## src/rtl/result_bin2bcd.sv

```systemverilog
// Sequential binary-to-packed-BCD converter (shift-and-add-3, one bit per clock).
// Optional `BCD_BLANK_EN: leading zeros become 4'hF and out_ndigits reports significant digits.
module result_bin2bcd #(
    parameter int WIDTH  = 32,
    parameter int DIGITS = 10
) (
    input  logic                  clk,
    input  logic                  reset,
    input  logic                  in_valid,
    output logic                  in_ready,
    input  logic [WIDTH-1:0]      in_data,
    output logic                  out_valid,
    input  logic                  out_ready,
    output logic [4*DIGITS-1:0]   out_bcd
`ifdef BCD_BLANK_EN
    ,
    output logic [3:0]            out_ndigits
`endif
);

    // Handshake: a transfer happens on a rising edge where valid && ready are both high;
    // in_ready depends on state only, and out_valid/out_bcd hold until accepted.
    localparam int CW = (WIDTH > 1) ? $clog2(WIDTH) : 1;

    typedef enum logic [1:0] {IDLE, SHIFT, DONE} state_t;

    state_t              state;
    logic [WIDTH-1:0]    bin_sr;
    logic [4*DIGITS-1:0] bcd_sr;
    logic [4*DIGITS-1:0] adj;
    logic [4*DIGITS-1:0] shifted;
    logic [4*DIGITS-1:0] result_bcd;
    logic [CW-1:0]       cnt;

    // Digits >= 5 are corrected before the shift so they carry correctly into the next digit.
    always_comb begin
        adj = bcd_sr;
        for (int d = 0; d < DIGITS; d++) begin
            if (bcd_sr[4*d +: 4] >= 4'd5) begin
                adj[4*d +: 4] = bcd_sr[4*d +: 4] + 4'd3;
            end
        end
        shifted = {adj[4*DIGITS-2:0], bin_sr[WIDTH-1]};
    end

`ifdef BCD_BLANK_EN
    logic       seen;
    logic [3:0] ndig;

    // Blank zeros above the most significant nonzero digit; the units digit always shows.
    always_comb begin
        result_bcd = shifted;
        ndig       = 4'd1;
        seen       = 1'b0;
        for (int d = DIGITS - 1; d >= 1; d--) begin
            if (!seen && shifted[4*d +: 4] == 4'd0) begin
                result_bcd[4*d +: 4] = 4'hF;
            end else if (!seen) begin
                seen = 1'b1;
                ndig = 4'(d + 1);
            end
        end
    end
`else
    assign result_bcd = shifted;
`endif

    assign in_ready = (state == IDLE);

    always_ff @(posedge clk) begin
        if (reset) begin
            state     <= IDLE;
            out_valid <= 1'b0;
            out_bcd   <= '0;
            cnt       <= '0;
            bin_sr    <= '0;
            bcd_sr    <= '0;
`ifdef BCD_BLANK_EN
            out_ndigits <= 4'd0;
`endif
        end else begin
            case (state)
                IDLE: begin
                    if (in_valid) begin
                        bin_sr <= in_data;
                        bcd_sr <= '0;
                        cnt    <= '0;
                        state  <= SHIFT;
                    end
                end
                SHIFT: begin
                    bcd_sr <= shifted;
                    bin_sr <= {bin_sr[WIDTH-2:0], 1'b0};
                    cnt    <= cnt + CW'(1);
                    if (cnt == CW'(WIDTH - 1)) begin
                        out_bcd   <= result_bcd;
                        out_valid <= 1'b1;
                        state     <= DONE;
`ifdef BCD_BLANK_EN
                        out_ndigits <= ndig;
`endif
                    end
                end
                DONE: begin
                    if (out_ready) begin
                        out_valid <= 1'b0;
                        state     <= IDLE;
                    end
                end
                default: state <= IDLE;
            endcase
        end
    end

endmodule

```

## config.mk

```make
export PLATFORM = sky130hd
export DESIGN_NAME = result_bin2bcd
export DESIGN_NICKNAME = d
export VERILOG_FILES = /design/src/rtl/result_bin2bcd.sv
export SDC_FILE = /design/constraint.sdc
export NUM_CORES = 1
export LEC_CHECK = 0
export ABC_AREA = 1
export BUFFER_PORTS_ARGS = -buffer_cell sky130_fd_sc_hd__buf_2
export CORE_AREA = 2 2 124 126
export DETAILED_ROUTE_END_ITERATION = 6
export DIE_AREA = 0 0 126 128
export PLACE_DENSITY = 0.61
export SYNTH_ARGS = -nofsm -noshare
export SYNTH_HDL_FRONTEND = slang
export SYNTH_SLANG_ARGS = --single-unit
export TNS_END_PERCENT = 30
```

## constraint.sdc

```tcl
create_clock -name clk -period 2.2 [get_ports clk]
set_input_delay 0.33 -clock clk [delete_from_list [all_inputs] [get_ports clk]]
set_output_delay 0.33 -clock clk [all_outputs]
set_load 0.005 [all_outputs]
```

==> summary.txt <==
Outcome
  • Status: complete, no violations

Floorplan
  • Rows: 45
  • Starting Density: 0.394
  • IO Pins: 78
  • Die area: 0.0161 sq mm
  • Die Wd: between 100 and 150 microns
  • Core Area: 0.0149 sq mm
  • Die H: 128 microns

Worst setup path
  • Slowest stage delay, CP: between 300 and 400 ps
  • Worst path cell trace: ha_1, inv_1, nor3_1, ha_1, inv_1, nor2_4, buf_12, o21ai_0, a21o_1, inv_1
  • Startpoint Class: register
  • Most frequent CP cell: inv_1
  • Worst path slowest cell: dfxtp_1
  • WP data required: between 2000 and 3000 ps
  • Worst reg2reg path startpoint: cnt[0]
  • CP max FO: just under 60
  • CP Capture Type: register
  • Critical path class: reg -> reg
  • Worst setup startpoint: cnt[0]
  • Crit path DAT: roughly 2300 ps

Timing
  • Max Clk Rate: roughly 0.53 GHz
  • Final hold vios: 0
  • Period utilization: 0.860
  • Worst slew margin: 0.528
  • Final period demand of the worst path: 1890 ps
  • Fin. max-slew vios: 0
  • Endpoints failing setup: 0
  • Setup Skew: a little under 8 ps
  • Setup TNS: 0 ps
  • RSZ-0062 raised after global routing: false
  • Worst-Margin Slew: ~710 ps

Global routing
  • Number of global-route vias before repair: approximately 5000
  • Initial antenna violation count: 0
  • Largest net degree at the start of global routing: 64
  • First-pass GRT wire length: ~22000 microns
  • Grt total ovfl: 0
  • Tot GR Track Use: 0.166

Synthesis
  • Synth top area share: 0.410
  • Post-synthesis sequential area ratio: 0.410
  • Post-synth net total: 907
  • Post-synth ARST share: 0
  • Synth cell types: 24
  • Flop and latch count out of synthesis: 120
  • Mapped Area: around 0.006 sq mm
  • EDFF count, synth: 0
  • Synth area leader: dfxtp_1
  • Synth area leaders: dfxtp_1 (41%), nand2_1 (19%), inv_1 (6.3%), a21oi_1 (6.0%), nand3_1 (5.6%)
  • Syn. warnings: 0
  • Syn_area_per_cell: between 6 and 7 sq um
  • Main flop type after synthesis: dfxtp_1
  • Syn Inst Count: roughly 850

CTS
  • Clock Tree Buf Depth: 2
  • Cts bufs inserted: 17
  • CTS-repair resized insts: 0
  • Hold_buf cts: 0
  • Worst-path clk slew: about 60 ps
  • CTS tree: built
  • Clock latency at the later pin of the worst-skew pair: 410 ps
  • Postcts setup bufs: 0
  • Root Driver: clkbuf_16
  • H-tree depth: 4
  • Clock sink total: 120

Placed design
  • Detailed Place HPWL: just over 8000 microns
  • RePlAce Congestion: roughly 0.8
  • IO buf count: 77
  • Placed cells: 1084

Drt
  • Wire per inst: 11.4 microns
  • Via-per-instance ratio: roughly 4.7
  • Pre-antenna DRT Iters: 5
  • DR iter-0 viols: roughly 430
  • Number of remaining DRC errors: 0
  • Vias: around 5200
  • Post-route ant nets: 0
  • Routed wire length: around 13000 microns

Finish
  • Finished Layout Cells: ~1100
  • Synth-to-Final Area Change: 18.5%
  • ANT cells: 0
  • Final-layout fill cell count: approximately 1500
  • Final Util: 0.467
  • Nets: between 900 and 1000
  • Ratio of cells with drive above 1 in the final layout: 0.134

Power and ir drop
  • Comb pwr share: 0.059
  • P_sw: about 1.2 mW
  • P per Cell Area: ~750 mW/mm^2
  • Seq pwr share: 0.431
  • Switching share of power: 0.224
  • Clock power share: 0.510
  • Power consumption: approximately 5.2 mW
  • P_leak: roughly 3.4 nW
  • Max VDD drop: roughly 470 uV
  • Internal: around 4.0 mW

Min path
  • Hold Crit Class: in -> reg
  • Worst Hold Launch: in_data[0]

Flow run
  • Max Cap Violations: 0
-- flip-flops by register name, summed over array words and instances, names as in the netlist --
register   flops
cnt            5
out_bcd       40
out_valid      1
state          2
bcd_sr        40
bin_sr        32
-- cell usage in the layout, fill, tap and decap left out, types with 5 or more instances in the layout --
cell and instances:
o21ai_0 47, inv_1 97, buf_4 8, clkbuf_16 17
ha_1 22, nand2_1 290, mux2i_1 5, nand3_1 66
nor2_1 32, buf_2 77, o21a_1 13, a21o_1 16
clkbuf_8 6, nand4_1 20, dfxtp_1 120, a21oi_1 70
-- critical path: cells and delay by family, from the launching register on --
kind                     cells  cell delay, ps
AO/OA/AOI/OAI                2             300
flip-flops                   1             360
adder cells (fa/ha/maj)      2             340
buffers and inverters        4             440
AND/OR/NAND/NOR              2             390
-- routing by layer --
layer | vias to the layer above | track usage | routed length, microns | share of wire
met5 | - | 0 | 0 | 0
met4 | 0 | 0.0485 | 78 | 0.0061
met3 | 6 | 0.0422 | 533 | 0.042
met2 | 79 | 0.276 | 5740 | 0.45
met1 | 2301 | 0.213 | 6400 | 0.50
li1 | 2858 | - | - | -
-- Yosys cell counts (all sizes together) (13+ instances only) --
library cell  number
nand2            291
nand3             66
o21ai             47
a21o              16
nand4             20
nor2              36
inv              100
buf               31
ha                22
a21oi             70
dfxtp            120
o21a              13
-- stage by stage --
step	setup slack, ps	instance area [sq um]	hold WS [ps]
after floorplan	556	5850	439
after global placement	356	6360	455
after detailed placement	303	6360	460
after CTS	279	6940	171
after global routing	39.6	6940	199
final	307	6940	187
-- power groups by stage --
stage	registers (mW)	clock network, mW	logic, mW
2_1_floorplan	2.29	0	0.234
3_3_place_gp	2.29	0	0.315
3_5_place_dp	2.29	0	0.313
4_1_cts	2.25	2.72	0.314
5_1_grt	2.25	2.83	0.357
6_report	2.25	2.66	0.308
-- final cells by class --
| type | count | area (sq um) | share of cell area |
|---|---|---|---|
| clock buffer | 24 | 512 | 0.0738 |
| clock inverter | 7 | 66.3 | 0.00956 |
| inverter | 100 | 375 | 0.0541 |
| multi-input combinational | 589 | 2860 | 0.412 |
| sequential | 120 | 2400 | 0.346 |
| tap | 188 | 235 | 0.0339 |
| timing repair buffer | 87 | 485 | 0.0700 |
-- cells by family after synthesis --
group / count (synthesis) / share of synthesized area
AOI/OAI and AO/OA: 148 / 0.140
adders and majority gates: 22 / 0.0470
DFF: 120 / 0.410
buffers and inverters: 140 / 0.102
and+or+nand+nor: 414 / 0.292
muxes: 5 / 0.00855
-- path summary, 6_finish.rpt --
path,slack [ps],cells past startpoint,to
setup / recovery,310,10,out_bcd[30]
hold / removal,190,3,bin_sr[0]
setup reg to reg,310,10,out_bcd[30]
hold reg to reg,470,2,bin_sr[1]
Note: power is estimated with default switching activity, not from simulation.
